File: src/rtl/jdebug_pkg.sv
// Shared field layout, state encoding and status packing for the JTAG fastram master.
package jdebug_pkg;

  localparam int CMD_W     = 256;
  localparam int STATUS_W  = 256;
  localparam int ADDR_W    = 24;
  localparam int DATA_W    = 16;
  localparam int TAG_W     = 8;
  localparam int WAIT_W    = 16;

  localparam int CMD_ADDR_LSB  = 0;
  localparam int CMD_WR_BIT    = 24;
  localparam int CMD_WDATA_LSB = 32;
  localparam int CMD_TAG_LSB   = 48;

  localparam int ST_ADDR_LSB    = 0;
  localparam int ST_WR_BIT      = 24;
  localparam int ST_TIMEOUT_BIT = 25;
  localparam int ST_DONE_BIT    = 26;
  localparam int ST_OVERRUN_BIT = 27;
  localparam int ST_RDATA_LSB   = 32;
  localparam int ST_TAG_LSB     = 48;
  localparam int ST_WAIT_LSB    = 56;

  typedef enum logic [1:0] {
    IDLE = 2'd0,
    ARM  = 2'd1,
    REQ  = 2'd2,
    DONE = 2'd3
  } state_t;

  function automatic logic [STATUS_W-1:0] build_status(
    input logic [ADDR_W-1:0] addr,
    input logic              wr,
    input logic              timeout,
    input logic              overrun,
    input logic [DATA_W-1:0] rdata,
    input logic [TAG_W-1:0]  tag,
    input logic [WAIT_W-1:0] wait_count
  );
    logic [STATUS_W-1:0] word;
    word = '0;
    word[ST_ADDR_LSB +: ADDR_W]  = addr;
    word[ST_WR_BIT]              = wr;
    word[ST_TIMEOUT_BIT]         = timeout;
    word[ST_DONE_BIT]            = ~timeout;
    word[ST_OVERRUN_BIT]         = overrun;
    word[ST_RDATA_LSB +: DATA_W] = rdata;
    word[ST_TAG_LSB +: TAG_W]    = tag;
    word[ST_WAIT_LSB +: WAIT_W]  = wait_count;
    return word;
  endfunction

endpackage

File: src/rtl/jdebug_wait_counter.sv
// Saturating wait counter with synchronous clear and an equality compare against a limit.
module jdebug_wait_counter #(
  parameter int WIDTH = 16
) (
  input  logic             clk,
  input  logic             reset,
  input  logic             clear,
  input  logic             enable,
  input  logic [WIDTH-1:0] limit,
  output logic [WIDTH-1:0] count,
  output logic             at_limit
);

  always_ff @(posedge clk) begin
    if (reset || clear) begin
      count <= '0;
    end else if (enable && (count != {WIDTH{1'b1}})) begin
      count <= count + 1'b1;
    end
  end

  assign at_limit = (count == limit);

endmodule

File: src/rtl/jdebug_fastram_master.sv
// Host-driven fastram initiator: one command word in, one fastram transaction, one status word out.
// Optional abort-on-timeout is enabled by defining JDEBUG_FASTRAM_TIMEOUT_EN.
module jdebug_fastram_master
  import jdebug_pkg::*;
#(
  parameter int TIMEOUT_CYCLES = 1024
) (
  input  logic                clk,
  input  logic                reset,
  input  logic [CMD_W-1:0]    cmd,
  input  logic                cmd_update,
  input  logic                clk7_en,
  output logic [ADDR_W-1:0]   addr,
  output logic                wr,
  output logic [DATA_W-1:0]   wdata,
  output logic                ram_req,
  input  logic                ram_ack,
  input  logic [DATA_W-1:0]   rdata,
  output logic [STATUS_W-1:0] status,
  output logic                status_valid,
  output logic                busy
);

`ifdef JDEBUG_FASTRAM_TIMEOUT_EN
  localparam bit TIMEOUT_EN = 1'b1;
`else
  localparam bit TIMEOUT_EN = 1'b0;
`endif

  state_t              state_reg;
  logic [TAG_W-1:0]    tag_reg;
  logic [DATA_W-1:0]   rdata_reg;
  logic                timeout_reg;
  logic                overrun_reg;
  logic [WAIT_W-1:0]   wait_count;
  logic                at_limit;
  logic                accept;
  logic                timeout_hit;
  logic                count_en;
  logic                unused_cmd_bits;

  assign unused_cmd_bits = ^{cmd[CMD_W-1:CMD_TAG_LSB+TAG_W], cmd[CMD_WDATA_LSB-1:CMD_WR_BIT+1]};

  // busy is still high during the status_valid cycle, so a command there is an overrun.
  assign accept      = (state_reg == IDLE) && !busy && cmd_update;
  assign timeout_hit = TIMEOUT_EN && at_limit;
  assign count_en    = ((state_reg == ARM) && clk7_en) ||
                       ((state_reg == REQ) && !ram_ack && !timeout_hit);

  jdebug_wait_counter #(
    .WIDTH (WAIT_W)
  ) u_wait_counter (
    .clk      (clk),
    .reset    (reset),
    .clear    (accept),
    .enable   (count_en),
    .limit    (WAIT_W'(TIMEOUT_CYCLES)),
    .count    (wait_count),
    .at_limit (at_limit)
  );

  always_ff @(posedge clk) begin
    if (reset) begin
      state_reg    <= IDLE;
      addr         <= '0;
      wr           <= 1'b0;
      wdata        <= '0;
      tag_reg      <= '0;
      rdata_reg    <= '0;
      timeout_reg  <= 1'b0;
      overrun_reg  <= 1'b0;
      ram_req      <= 1'b0;
      status       <= '0;
      status_valid <= 1'b0;
      busy         <= 1'b0;
    end else begin
      status_valid <= 1'b0;
      if (cmd_update && !accept) begin
        overrun_reg <= 1'b1;
      end
      case (state_reg)
        IDLE: begin
          busy <= accept;
          if (accept) begin
            addr      <= cmd[CMD_ADDR_LSB +: ADDR_W];
            wr        <= cmd[CMD_WR_BIT];
            wdata     <= cmd[CMD_WDATA_LSB +: DATA_W];
            tag_reg   <= cmd[CMD_TAG_LSB +: TAG_W];
            state_reg <= ARM;
          end
        end
        ARM: begin
          if (clk7_en) begin
            ram_req   <= 1'b1;
            state_reg <= REQ;
          end
        end
        REQ: begin
          // Ack wins over a timeout landing in the same cycle.
          if (ram_ack) begin
            rdata_reg   <= wr ? '0 : rdata;
            timeout_reg <= 1'b0;
            ram_req     <= 1'b0;
            state_reg   <= DONE;
          end else if (timeout_hit) begin
            rdata_reg   <= '0;
            timeout_reg <= 1'b1;
            ram_req     <= 1'b0;
            state_reg   <= DONE;
          end
        end
        DONE: begin
          status       <= build_status(addr, wr, timeout_reg, overrun_reg | cmd_update,
                                       rdata_reg, tag_reg, wait_count);
          status_valid <= 1'b1;
          overrun_reg  <= 1'b0;
          state_reg    <= IDLE;
        end
        default: state_reg <= IDLE;
      endcase
    end
  end

endmodule

File: config.mk
export PLATFORM = sky130hd
export DESIGN_NAME = jdebug_fastram_master
export DESIGN_NICKNAME = d
export VERILOG_FILES = /design/src/rtl/jdebug_pkg.sv /design/src/rtl/jdebug_wait_counter.sv /design/src/rtl/jdebug_fastram_master.sv
export SDC_FILE = /design/constraint.sdc
export NUM_CORES = 1
export LEC_CHECK = 0
export ABC_CLOCK_PERIOD_IN_PS = 4200
export CAP_MARGIN = 20
export CORE_AREA = 2 2 224 226
export DETAILED_ROUTE_END_ITERATION = 10
export DIE_AREA = 0 0 226 228
export PLACE_DENSITY = 0.49
export SLEW_MARGIN = 20
export SYNTH_ARGS = -nofsm -noshare
export SYNTH_HDL_FRONTEND = slang
export SYNTH_SLANG_ARGS = --single-unit
File: constraint.sdc
create_clock -name clk -period 4.2 [get_ports clk]
set_input_delay 0.84 -clock clk [delete_from_list [all_inputs] [get_ports clk]]
set_output_delay 0.84 -clock clk [all_outputs]
set_load 0.01 [all_outputs]
======== Yosys cells after proc, flatten, opt, wreduce, memory -nomap -nowiden ========
Cells that the tools add are included.
storage, ports and cells
  bits in writable memories ............... 0
  memories ................................ 0
  bits in registers ....................... 154
  bits in latches ......................... 0
  ROM bits ................................ 0
operators by class
  magnitude comparators ................... 0
  add/subtract/negate cells ............... 1
  muxes and demuxes ....................... 9
  $mul .................................... 0
  bitwise logic cells ..................... 1
  reductions and logical operators ........ 18
  equality and inequality tests ........... 7
  shift operators ......................... 0
  divide/modulo/power cells ............... 0
operator list
  kind                                                                   count
  16-bit by 1-bit adder with 16-bit output, second input constant        1
  16-bit 2-to-1 mux                                                      1
  16-bit != test, second input constant                                  1
  2-bit one-hot mux with 4 select lines                                  1
  1-bit logical AND                                                      6
  2-bit 2-to-1 mux                                                       3
  2-bit != test, second input constant                                   3
  3-bit AND reduction                                                    2
  2-bit equality test, second input constant                             2
  2-bit AND reduction                                                    2
  1-bit logical NOT                                                      3
  1-bit 2-to-1 mux                                                       3
  2-bit by 1-bit equality test with 1-bit output, second input constant  1
  2-bit logical NOT                                                      1
  1-bit logical OR                                                       2
  1-bit one-hot mux with 2 select lines                                  1
  2-bit nonzero test                                                     1
  2-bit OR reduction                                                     1
  1-bit bitwise OR                                                       1

======== Depth between registers and ports, before layout ========
Gate-level depths: netlist (run 1).
  word-level depth ........................ 5
  depth in mapped cells ................... 8
  depth with buffers taken out ............ 6

======== Hierarchy ========
A second synthesis (run 1) with hierarchy kept.
second synthesis, totals
  cell total of the unflattened synthesis .. 857
  area, all modules ....................... 7429.6 um^2
modules (own cells, without submodules)
  module                 sequential area each (um^2)  area each (um^2)  cells each  times used
  jdebug_fastram_master  2762.6                       6386.1            729         1
  jdebug_wait_counter    320.3                        1043.5            128         1

======== Least setup slack after synthesis (run 1) ========
OpenSTA, ideal clock, no wires.
  path type ............................... input to register
  start point ............................. input ram_ack
  end point ............................... register u_wait_counter.count[15]
  path slack .............................. 2.059 ns
  setup time .............................. 0.070 ns
  stages .................................. 4
  buffers on the path ..................... 0
  required time ........................... 4.130 ns
  data arrival time ....................... 2.072 ns
  cell sequence ........................... nand2b_1 a2111o_1 or4_1 a21oi_1
between the ends
  cells in the longest elaborated chain, start to end .. 4
ends and longest elaborated chain
  what                    line                         source
  start: declaration      jdebug_fastram_master.sv:17  input logic ram_ack,
  1-bit logical NOT       jdebug_fastram_master.sv:48  ((state_reg == REQ) && !ram_ack && !timeout_hit);
  1-bit logical AND       jdebug_fastram_master.sv:48
  1-bit logical OR        jdebug_fastram_master.sv:47  assign count_en = ((state_reg == ARM) && clk7_en) ||
  1-bit logical AND       jdebug_wait_counter.sv:17    end else if (enable && (count != {WIDTH{1'b1}})) begin
  end signal: assignment  jdebug_wait_counter.sv:18    count <= count + 1'b1;
  end: declaration        jdebug_wait_counter.sv:10    output logic [WIDTH-1:0] count,
Every way passes these cells.
A chain may end at the register's enable or synchronous reset.

======== Worst setup path after layout (run 1) ========
  start point ............................. register wr
  end point ............................... output wr
RTL lines
  what                      line                         source
  start: declaration        jdebug_fastram_master.sv:14  output logic wr,
  start signal: assignment  jdebug_fastram_master.sv:86  wr <= cmd[CMD_WR_BIT];
No word-level cell between the ends.

==> flow_metrics.tcl, run 1 <==
set metrics [dict create \
    dpl.hpwl_um 14300 \
    crit_type "flop to output pin" \
    syn_inst 832 \
    ys_ff_latch 154 \
    slew_viol_final 0 \
    seq_area_frac_synth_pct 42.7 \
    power_switching_mw 1.40 \
    hp-class "flop to flop" \
    path_clk_slew_ns 0.06 \
    utilization_pct 19.5 \
    fin_cells 1678 \
    relSlewSlack_pct 44.6 \
    synthToLayoutAreaGrowth_pct 33.3 \
    grt_start_max_net_pins 74 \
    synth_mux_area_share_pct 9.43 \
    drtIter0Drc 143 \
    drive_above_1_share_pct 4.67 \
    antennaDiodeCount 0 \
    grt_overflow 0 \
    clock_power_share_pct 35.6 \
    vias_per_cell 3.32 \
    pwr-share-comb_pct 24.6 \
    cp_max_fo 19 \
    synthArstFlopShare_pct 0 \
    numClockSinks 154 \
    finalWorstSetupSlack_ns 1.69 \
    cts_hold_buf 0 \
    clock.fmax_ghz 0.398 \
    synthAdderAreaFrac_pct 1.04 \
    clk_path_buf_depth 2 \
    synthSimpleGateAreaFrac_pct 16.4 \
    initial_core_util_pct 14.6 \
    p_leak_nw 3.46 \
    internal-power_mw 2.91 \
    syn_area_per_cell_um2 8.67 \
    route.detailed.drc 0 \
    cp_cell_sequence "buf_4 > clkdlybuf4s50_1" \
    clockRootBuffer "clkbuf_16" \
    pin_count 577 \
    largest_reg_flops 67 \
    core-area_um2 49300 \
    htreeDepth 4 \
    gp_congestion 0.720 \
    yosys.cell_types.count 41 \
    reg.largest.list "status (67), addr (24)" \
    endpoint_kind "output pin" \
    hold_viol 0 \
    cap_violations 0 \
    placed_area_um2 9050 \
    ant_nets 0 \
    top_register "status" \
    die_h_um 228 \
    fp.dieW_um 226 \
    worst-path-buf-inv 2 \
    cts-resized-gates 0 \
    crit_slowest_cell "clkdlybuf4s50_1" \
    min_period_over_period_pct 59.8 \
    cpPeakStageDelay_ns 0.62 \
    arrival_ns 1.67 \
    route.final.wire_length_um 20200 \
    critPathRequiredTime_ns 3.36 \
    synthFlopType "dfxtp_1" \
    grt_pass1_wl_um 30100 \
    rsz0062_at_grt "no" \
    synth_top_family_by_area "buffers and inverters" \
    design_power_total_mw 4.31 \
    synth_xor_area_share_pct 0 \
    netlist_area_um2 7220 \
    grt_usage_pct 7.96 \
    ys_warn_count 0 \
    layout_common_cells "189 x conb_1, 179 x clkdlybuf4s50_1, 154 x dfxtp_1" \
    ir_worst_vdd_uv 260 \
    hold_ws_ns 0.458 \
    path_delay_family "buffers and inverters" \
    final_area_um2 9620 \
    synth_compound_area_share_pct 8.15 \
    period_minus_slack_ns 2.51 \
    synth_edf_count 0 \
    postCtsSetupRepairBufs 0 \
    worstSkewPairLatency_ns 0.47 \
    dr.pass1.iters 4 \
    setup_tns_ns 0 \
    wl_per_cell_um 12.1 \
    tightest_slew_ns 0.832 \
    setup_violations 0 \
    die-area_um2 51500 \
    grt_pass1_vias 5141 \
    dpl_worst_slack_ns 1.30 \
    final_common_cell "conb_1" \
    swShare_pct 32.4 \
    status "completed" \
    clock_skew_ns 0.0102 \
    power.density_nw_per_um2 448 \
    num_vias 5574 \
    tritoncts "built" \
    startpoint_type "flop" \
    dp_cells 1649 \
    fp-row-count 82 \
    antenna_found_initial 0 \
    numCtsBuffers 17 \
    portBuffers 180 \
    nets 1279 \
    p_seq_share_pct 39.7 \
]
==> worst reg2reg max path: stages, from the launching register on <==
cell and delay, ns:
dfxtp_1 0.44, inv_1 0.12, ha_1 0.29, nand3b_2 0.12
buf_4 0.55, or2b_2 0.49, a21oi_1 0.17
==> per-layer routing <==
| metal | global-route usage [%] | part of all wire, % |
|---|---|---|
| met5 | 0 | 0 |
| met4 | 3.91 | 2.0 |
| met3 | 4.86 | 14 |
| met2 | 11.8 | 42 |
| met1 | 8.95 | 42 |
==> cells in the mapped netlist, drive strengths merged, types with 4 or more instances <==
library cell / number / area (um2)
buf: 193 / 1440
or4: 8 / 60.1
nor3b: 16 / 120
nand2: 111 / 419
and4: 4 / 35.0
nor2: 92 / 345
mux2i: 68 / 681
clkbuf: 37 / 139
inv: 4 / 15.0
o21ai: 5 / 25.0
or3: 4 / 25.0
nand4: 5 / 31.3
nand3: 6 / 35.0
nor3: 4 / 20.0
ha: 6 / 75.1
o31ai: 8 / 60.1
dfxtp: 154 / 3080
a21oi: 80 / 400
==> power by group through the flow <==
stage          clock network (mW)  registers [mW]  logic [mW]
6_report                     1.54            1.71        1.06
5_1_grt                      1.66            1.73        1.19
4_1_cts                      1.61            1.72        1.08
3_5_place_dp                    0            1.75        1.08
3_3_place_gp                    0            1.74        1.08
2_1_floorplan                   0            1.76       0.717
==> layout make-up <==
cell class,instances,area (um2)
inverters,4,15.0
repair buffers,188,1860
fillers,5449,39700
flip-flops and latches,154,3080
multi-input cells,631,3260
clock buffers,19,443
well taps,672,841
clock inverters,10,120
==> cell families after synthesis <==
| logic type | Yosys count |
|---|---|
| muxes | 68 |
| other | 1 |
| buffers and inverters | 235 |
| adders and majority gates | 6 |
| AOI/OAI and AO/OA | 105 |
| and+or+nand+nor | 263 |
| DFF | 154 |
==> worst paths after layout <==
check                            start                               endpoint  slack, ns  cells past startpoint
max reg2reg  state_reg[0]$_SDFFE_PP0P_  u_wait_counter.count[11]$_SDFFE_PP0P_       1.94                      6
min            tag_reg[4]$_SDFFE_PP0P_                tag_reg[4]$_SDFFE_PP0P_       0.46                      2
min reg2reg    tag_reg[4]$_SDFFE_PP0P_                tag_reg[4]$_SDFFE_PP0P_       0.46                      2
max                    wr$_SDFFE_PP0P_                                     wr       1.69                      2
(Power assumes the default switching activity.)
==> inputs of run 2 (changes only) <==
--- a/config.mk
+++ b/config.mk
@@ -5,11 +5,11 @@
 export SDC_FILE = /design/constraint.sdc
 export NUM_CORES = 1
 export LEC_CHECK = 0
-export ABC_CLOCK_PERIOD_IN_PS = 4200
+export ABC_CLOCK_PERIOD_IN_PS = 2450
 export CAP_MARGIN = 20
-export CORE_AREA = 2 2 224 226
+export CORE_AREA = 2 2 227 229
 export DETAILED_ROUTE_END_ITERATION = 10
-export DIE_AREA = 0 0 226 228
+export DIE_AREA = 0 0 229 231
 export PLACE_DENSITY = 0.49
 export SLEW_MARGIN = 20
 export SYNTH_ARGS = -nofsm -noshare
==> constraint.sdc (replaced) <==
create_clock -name clk -period 2.45 [get_ports clk]
set_input_delay 0.49 -clock clk [delete_from_list [all_inputs] [get_ports clk]]
set_output_delay 0.49 -clock clk [all_outputs]
set_load 0.01 [all_outputs]
==> run 2 against run 1 <==
  * Clock power increased by 68%
  * Die area increased by 2.7%
  * First-iteration DRC count decreased by 3.5%
  * Critical path depth increased by 4
  * Wire length increased by 2.7%
  * Highest routed layer unchanged
  * Clock skew increased by 0.0035 ns
  * Core utilization decreased by 0.25 points
==> flow_metrics.tcl, run 2 (same netlist as run 1, synthesis figures left out) <==
set metrics [dict create \
    r2r-start "state_reg[1]$_SDFFE_PP0P_" \
    num_vias 5610 \
    layout_common_cells "189 x conb_1, 179 x clkdlybuf4s50_1, 154 x dfxtp_1" \
    arrival_ns 2.56 \
    dr.pass1.iters 6 \
    fp.dieW_um 229 \
    hold_ws_ns 0.418 \
    die_h_um 231 \
    vias_per_cell 3.30 \
    path_clk_slew_ns 0.07 \
    busiest_layer "met2" \
    grtUsageMet3_pct 4.63 \
    endpoint_kind "flop" \
    worstHoldStart "reset" \
    wl_per_cell_um 12.2 \
    slew_viol_final 0 \
    postCtsSetupRepairBufs 0 \
    pin_count 577 \
    clk_path_buf_depth 2 \
    critPathRequiredTime_ns 2.86 \
    reg.largest.list "status (67), addr (24)" \
    top_register "status" \
    die-area_um2 52900 \
    initial_core_util_pct 14.2 \
    cp_max_fo 8 \
    cts-resized-gates 0 \
    fillers 5642 \
    seq_area_um2 3080 \
    multi_input_area_um2 3250 \
    power.density_nw_per_um2 763 \
    status "completed" \
    relSlewSlack_pct 52.9 \
    setup_violations 0 \
    worstSkewPairLatency_ns 0.48 \
    route.final.wire_length_um 20800 \
    grt_usage_pct 8.08 \
    clock.fmax_ghz 0.465 \
    crit_start "state_reg[1]$_SDFFE_PP0P_" \
    grt_pass1_vias 5206 \
    final_common_cell "conb_1" \
    antenna_found_initial 1 \
    grt_overflow 0 \
    min_period_over_period_pct 87.7 \
    period_minus_slack_ns 2.15 \
    core-area_um2 50700 \
    ant_nets 0 \
    route.detailed.drc 0 \
    clockRootBuffer "clkbuf_16" \
    numClockSinks 154 \
    htreeDepth 4 \
    dpl.hpwl_um 15000 \
    tightest_slew_ns 0.701 \
    fp-row-count 83 \
    grt_use_met2_pct 11.9 \
    clock_skew_ns 0.0138 \
    nets 1286 \
    numCtsBuffers 17 \
    hp-class "input pin to flop" \
    grt_util_met1_pct 8.93 \
    synthToLayoutAreaGrowth_pct 35.1 \
    tritoncts "built" \
    hold_viol 0 \
    final_area_um2 9750 \
    gp_congestion 0.741 \
    grt_start_max_net_pins 56 \
    drive_above_1_share_pct 5.61 \
    placed_area_um2 9190 \
    drtIter0Drc 138 \
    startpoint_type "flop" \
    portBuffers 180 \
    crit_type "flop to flop" \
    cap_violations 0 \
    rsz0062_at_grt "no" \
    grt_pass1_wl_um 31300 \
    largest_reg_flops 67 \
    cts_hold_buf 0 \
    ir_worst_vdd_uv 443 \
    setup_tns_ns 0 \
    p_leak_nw 3.52 \
]
[run 2: routing by layer]
metal / share of wire, % / up-vias
met5: 0 / -
met4: 2.9 / 0
met3: 13 / 25
met2: 41 / 322
met1: 43 / 2533
li1: - / 2730
[run 2: cell type report]
class,instances,share of cell area [%]
multi-input combinational,631,33.4
timing repair buffer,195,20.4
sequential,154,31.6
clock inverter,14,1.17
antenna,2,0.0513
inverter,4,0.154
tap,680,8.73
clock buffer,18,4.51
[run 2: power by group]
part | internal [mW] | total, mW | switching, mW
Combinational | 0.815 | 1.93 | 1.12
Sequential | 2.75 | 2.93 | 0.177
Clock | 1.34 | 2.58 | 1.23
Total | 4.91 | 7.43 | 2.53
[run 2: worst max-delay path, stage by stage, from the launching register on]
cell and delay (ns):
dfxtp_1 0.36, inv_1 0.12, ha_1 0.25, nand2_2 0.12
a2111o_1 0.54, or4_1 0.53, a21oi_1 0.15
[run 2: path summary, 6_finish.rpt]
check / to / slack [ns] / cells past startpoint
worst min register to register: wdata[1]$_SDFFE_PP0P_ / 0.46 / 2
worst max register to register: u_wait_counter.count[15]$_SDFFE_PP0P_ / 0.30 / 6
worst max-delay path: u_wait_counter.count[15]$_SDFFE_PP0P_ / 0.30 / 6
worst min-delay path: status[71]$_SDFFE_PP0P_ / 0.42 / 2
[run 2: per-stage QoR]
| stage | power [mW] | cells | util, % | setup WS [ns] |
|---|---|---|---|---|
| 3_3_place_gp | 4.96 | 1664 | 18.1 | 0.0621 |
| 6_report | 7.43 | 1698 | 19.2 | 0.302 |
| 4_1_cts | 7.65 | 1696 | 19.2 | 0.310 |
| 3_5_place_dp | 4.97 | 1664 | 18.1 | 0.0415 |
| 2_1_floorplan | 4.24 | 1020 | - | 0.592 |
| 5_1_grt | 7.94 | 1696 | 19.2 | 0.157 |
